[config.mk]
export PLATFORM = sky130hd
export DESIGN_NAME = led_fade_driver_flat
export DESIGN_NICKNAME = d
export VERILOG_FILES = /design/src/rtl/led_fade_driver_if.sv /design/src/rtl/led_fade_driver.sv /design/src/flat_wrapper.sv
export SDC_FILE = /design/constraint.sdc
export NUM_CORES = 1
export LEC_CHECK = 0
export CELL_PAD_IN_SITES_DETAIL_PLACEMENT = 2
export CELL_PAD_IN_SITES_GLOBAL_PLACEMENT = 2
export CORE_ASPECT_RATIO = 0.6
export CORE_MARGIN = 10
export CORE_UTILIZATION = 40
export CTS_CLUSTER_SIZE = 10
export DETAILED_ROUTE_END_ITERATION = 7
export PLACE_DENSITY_LB_ADDON = 0.1
export SLEW_MARGIN = 20
export SYNTH_ARGS = -nofsm -noshare
export SYNTH_HDL_FRONTEND = slang
export SYNTH_SLANG_ARGS = --single-unit
[constraint.sdc]
create_clock -name clk -period 2.35 [get_ports clk]
set_input_delay 0.3525 -clock clk [delete_from_list [all_inputs] [get_ports clk]]
set_output_delay 0.3525 -clock clk [all_outputs]
set_load 0.02 [all_outputs]
[src/rtl/led_fade_driver_if.sv]
// LED drive bundle between the pattern sequencer side (master) and the fade driver (slave).
interface led_fade_driver_if;
    logic [3:0] led_in;
    logic [3:0] led_out;
    logic       busy;

    modport master (output led_in, input led_out, input busy);
    modport slave  (input led_in, output led_out, output busy);
endinterface

[src/rtl/led_fade_driver.sv]
// Four-channel PWM fade stage for the active-low sequencer pattern; each channel ramps OFF<->ON linearly.
// Define LED_FADE_GAMMA_EN to use a quadratic (perceptual) duty curve instead of duty = level.
module led_fade_driver #(
    parameter int unsigned PWM_BITS    = 8,
    parameter int unsigned STEP_CYCLES = 19531
) (
    input logic              clk,
    input logic              rst_n,
    led_fade_driver_if.slave io
);

    localparam int unsigned NCH  = 4;
    localparam int unsigned PS_W = (STEP_CYCLES > 1) ? $clog2(STEP_CYCLES) : 1;

    localparam logic [PWM_BITS-1:0] LMAX    = '1;
    localparam logic [PWM_BITS-1:0] LMAX_M1 = LMAX - 1'b1;
    localparam logic [PWM_BITS-1:0] LVL_ONE = PWM_BITS'(1);
    localparam logic [PS_W-1:0]     PS_LAST = PS_W'(STEP_CYCLES - 1);

    typedef enum logic [1:0] {
        CH_OFF,
        CH_RISE,
        CH_ON,
        CH_FALL
    } ch_state_e;

    ch_state_e           state_q [NCH];
    ch_state_e           state_d [NCH];
    logic [PWM_BITS-1:0] level_q [NCH];
    logic [PWM_BITS-1:0] level_d [NCH];
    logic [PWM_BITS-1:0] duty    [NCH];

    logic [PS_W-1:0]     prescaler_q, prescaler_d;
    logic [PWM_BITS-1:0] pwm_cnt_q, pwm_cnt_d;
    logic [NCH-1:0]      led_out_q, led_out_d;
    logic                busy_q, busy_d;
    logic                step_tick;
    logic [NCH-1:0]      req;

    assign req = ~io.led_in;

    always_comb begin
        step_tick   = (prescaler_q == PS_LAST);
        prescaler_d = step_tick ? '0 : prescaler_q + 1'b1;
        pwm_cnt_d   = pwm_cnt_q + 1'b1;
    end

`ifdef LED_FADE_GAMMA_EN
    logic [2*PWM_BITS-1:0] level_sq [NCH];

    always_comb begin
        for (int unsigned i = 0; i < NCH; i++) begin
            level_sq[i] = (2*PWM_BITS)'(level_q[i]) * (2*PWM_BITS)'(level_q[i]);
            duty[i]     = PWM_BITS'(level_sq[i] >> PWM_BITS);
        end
    end
`else
    always_comb begin
        for (int unsigned i = 0; i < NCH; i++) begin
            duty[i] = level_q[i];
        end
    end
`endif

    // A request reversal always beats a coincident step, so the level freezes for that edge.
    always_comb begin
        for (int unsigned i = 0; i < NCH; i++) begin
            state_d[i] = state_q[i];
            level_d[i] = level_q[i];
            case (state_q[i])
                CH_OFF: begin
                    level_d[i] = '0;
                    if (req[i]) state_d[i] = CH_RISE;
                end
                CH_RISE: begin
                    if (!req[i]) begin
                        state_d[i] = CH_FALL;
                    end else if (step_tick) begin
                        level_d[i] = level_q[i] + 1'b1;
                        if (level_q[i] == LMAX_M1) state_d[i] = CH_ON;
                    end
                end
                CH_ON: begin
                    level_d[i] = LMAX;
                    if (!req[i]) state_d[i] = CH_FALL;
                end
                CH_FALL: begin
                    if (req[i]) begin
                        state_d[i] = CH_RISE;
                    end else if (step_tick) begin
                        level_d[i] = level_q[i] - 1'b1;
                        if (level_q[i] == LVL_ONE) state_d[i] = CH_OFF;
                    end
                end
                default: begin
                    state_d[i] = CH_OFF;
                    level_d[i] = '0;
                end
            endcase
        end
    end

    always_comb begin
        led_out_d = '1;
        busy_d    = 1'b0;
        for (int unsigned i = 0; i < NCH; i++) begin
            case (state_q[i])
                CH_OFF:  led_out_d[i] = 1'b1;
                CH_ON:   led_out_d[i] = 1'b0;
                default: begin
                    led_out_d[i] = (pwm_cnt_q < duty[i]) ? 1'b0 : 1'b1;
                    busy_d       = 1'b1;
                end
            endcase
        end
    end

    always_ff @(posedge clk or negedge rst_n) begin
        if (!rst_n) begin
            prescaler_q <= '0;
            pwm_cnt_q   <= '0;
            led_out_q   <= '1;
            busy_q      <= 1'b0;
            for (int unsigned i = 0; i < NCH; i++) begin
                state_q[i] <= CH_OFF;
                level_q[i] <= '0;
            end
        end else begin
            prescaler_q <= prescaler_d;
            pwm_cnt_q   <= pwm_cnt_d;
            led_out_q   <= led_out_d;
            busy_q      <= busy_d;
            for (int unsigned i = 0; i < NCH; i++) begin
                state_q[i] <= state_d[i];
                level_q[i] <= level_d[i];
            end
        end
    end

    assign io.led_out = led_out_q;
    assign io.busy    = busy_q;

endmodule

[src/flat_wrapper.sv]
// flat-port wrapper written by rule: the top's interface ports become plain ports
module led_fade_driver_flat 
#(
    parameter int unsigned PWM_BITS    = 8,
    parameter int unsigned STEP_CYCLES = 19531
)
  (clk, rst_n, io_led_in, io_led_out, io_busy);
  led_fade_driver_if io_i ();
  input logic clk;
  input logic rst_n;
  input wire logic [$bits(io_i.led_in)-1:0] io_led_in;
  output wire logic [$bits(io_i.led_out)-1:0] io_led_out;
  output wire logic [$bits(io_i.busy)-1:0] io_busy;
  assign io_i.led_in = io_led_in;
  assign io_led_out = io_i.led_out;
  assign io_busy = io_i.busy;
  led_fade_driver #(.PWM_BITS(PWM_BITS), .STEP_CYCLES(STEP_CYCLES)) u_core (.clk(clk), .rst_n(rst_n), .io(io_i));
endmodule
==> metrics.yaml <==
placementRows: 32
fmax_mhz: 463
drive_gt1_share_pct: 11.9
ys_ff_latch: 68
synthTopCellsByCount: "64 x dfrtp_1, 63 x ha_1, 55 x inv_1"
yosysUniqueCellTypes: 63
synth_top_family_by_area: "compound AO/OA/AOI/OAI gates"
nFillCells: 1411
crit_fanout: 15
finalCriticalPeriod_ns: 2.16
num_vias: 5080
cts_tree: "done"
drt_iter0_markers: 270
start_kind: "flip-flop"
slowest_stage: "dfrtp_1"
numCtsBuffers: 9
dp_cells: 808
cts.htree.levels: 3
syn-cell-area_sq_um: 5470
worst_pin_slew_ns: 0.542
cp_num_cells: 9
die-width_microns: 171
synth_compound_area_share_pct: 19.9
slew_viol_final: 0
numPortBuffers: 10
synth_edf_count: 0
synthFlopType: "dfrtp_1"
placed_area_sq_um: 5900
synth-adder-area-share_pct: 14.4
gr-total-overflow: 0
power_w: 0.00841
yosys-top-cells-area: "dfrtp_1 29%, ha_1 14%, o21ai_0 4.1%"
end_kind: "flip-flop"
post-cts-setup-buffers: 0
fin_util_pct: 47.3
crit_buf_inv: 3
antenna_cells: 0
start_util_pct: 41.8
fin_area_sq_um: 6190
synth.area.mux_share_pct: 2.90
synth_top_area_cell: "dfrtp_1"
yosysSeqAreaShare_pct: 31.2
grt_pass1_vias: 5554
p_per_area_nw_per_um2: 1360
numClockSinks: 68
postRouteAntennaNets: 0
worst-r2r-cell-count: 9
postCtsHoldBufs: 0
path_cells: "inv_1 > ha_1 > and4bb_2 > nand4_1 > buf_4 > o22ai_1 > buf_4 > o311ai_0 > o221ai_1"
synth_nets: 690
worstPathRequired_ns: 2.53
instances_no_fill: 824
reg2reg_from: "u_core.prescaler_q[0]"
worst_path_most_repeated_cell: "buf_4"
syn_to_final_growth_pct: 13.2
rsz0062_at_grt: "false"
io_pins: 11
dieHeight_microns: 111
place_congestion: 0.895
ff2ff_setup_slack_ns: 0.19
setup_slack_ns: 0.191
ys.warnings.count: 0
antenna_found_initial: 0
die_area_sq_um: 18900
placeableCoreArea_sq_um: 13100
avgSynthCellArea_sq_um: 8.81
yosys.area_share.simple_pct: 19.3
num-nets-final: 718
grt_max_degree: 69
holdCritPathClass: "in -> async"
cts-root-buf: "clkbuf_16"
status: "finished, final reports clean"
synth.most_common_cell: "dfrtp_1"
yosysTopAreaCellShare_pct: 29.3
clock_tree.buffer_depth: 2
synthArstFlopShare_pct: 100
worst_r2r_endpoint: "u_core.duty[6]"
arrival_ns: 2.34
p_leak_nw: 2.64
wire_per_inst_microns: 22.8
fin_crit_sh_pct: 91.9
setup-violations-final: 0
dr.pass1.iters: 4
dp_slack_ns: -0.117
max_stage_delay_ns: 0.44
track_usage_pct: 20.2
cp_top_family: "buffers and inverters"
hold_violations: 0
vias_per_cell: 6.17
dp_hpwl_microns: 13600
vdd_ir_drop_max_mv: 0.489
worstSetupPathType: "reg -> reg"
yosys.area_share.xor_xnor_pct: 5.60
seqCellArea_sq_um: 1710
multi_input_area_sq_um: 3420
drc: 0
finalWirelength_microns: 18800
synthCells: 621
slew_headroom_pct: 63.6
cts-resized-gates: 0
cap_violations: 0
grt_pass1_wl_microns: 31000
clock_skew_ns: 0.00762
clock_latency_ns: 0.33
path_clk_slew_ns: 0.06
-- final cells by class --
class | instances | share of cell area, %
timing repair buffer | 46 | 6.15
clock inverter | 2 | 0.162
tap | 170 | 3.44
sequential | 68 | 27.6
inverter | 55 | 3.34
multi-input combinational | 469 | 55.2
clock buffer | 14 | 4.10
-- placed cells by master, fill, tap and decap left out, drive strengths merged, types with 24 or more instances in the layout --
master / n
a21oi: 32
buf: 37
dfrtp: 64
ha: 63
inv: 55
nand2: 40
nand3: 36
nor2: 31
nor3: 25
o21ai: 46
xnor2: 24
-- power by group --
group	switching, W	total, W	internal [W]
Clock	0.000530	0.00127	0.000743
Combinational	0.00301	0.00502	0.00202
Sequential	0.000543	0.00212	0.00157
-- kinds of logic after synthesis --
kind of cell               Yosys count
adders and majority gates           63
and+or+nand+nor                    197
xor gates and xnor gates            35
DFF                                 68
buffers and inverters               84
muxes                               15
AOI/OAI and AO/OA                  159
-- metrics by stage --
step | hold slack, ns | TNS [ns]
floorplan | 0.0569 | 0
global placement | 0.399 | -0.0303
detailed placement | 0.406 | -0.434
CTS | 0.0516 | 0
global route | 0.0606 | 0
finish | 0.0270 | 0
-- flip-flops by register name, summed over array words and instances, names as in the netlist --
register / count
u_core.duty: 32
u_core.io.busy: 1
u_core.state_q: 8
u_core.io.led_out: 4
u_core.pwm_cnt_q: 8
u_core.prescaler_q: 15
-- metal layers --
| metal | wire (microns) | global-route usage [%] | share of wire, % | up-vias |
|---|---|---|---|---|
| met2 | 8400 | 30.7 | 45 | 95 |
| met5 | 0 | 0 | 0 | - |
| met3 | 825 | 4.15 | 4.4 | 15 |
| met1 | 9430 | 28.9 | 50 | 2628 |
| met4 | 144 | 3.61 | 0.77 | 0 |
| li1 | - | - | - | 2342 |
-- how the worst max path moves through the flow --
stage | endpoint | start | slack (ns)
4_1_cts | u_core.state_q[1] | u_core.prescaler_q[0] | 0.11
3_3_place_gp | u_core.duty[27] | io_led_in[0] | -0.02
2_1_floorplan | u_core.state_q[1] | u_core.prescaler_q[0] | 0.30
5_1_grt | u_core.duty[14] | u_core.prescaler_q[0] | 0.04
6_report | u_core.duty[6] | u_core.prescaler_q[0] | 0.19
3_5_place_dp | u_core.duty[27] | io_led_in[0] | -0.12
No activity file was read; power rests on OpenSTA's default activity.
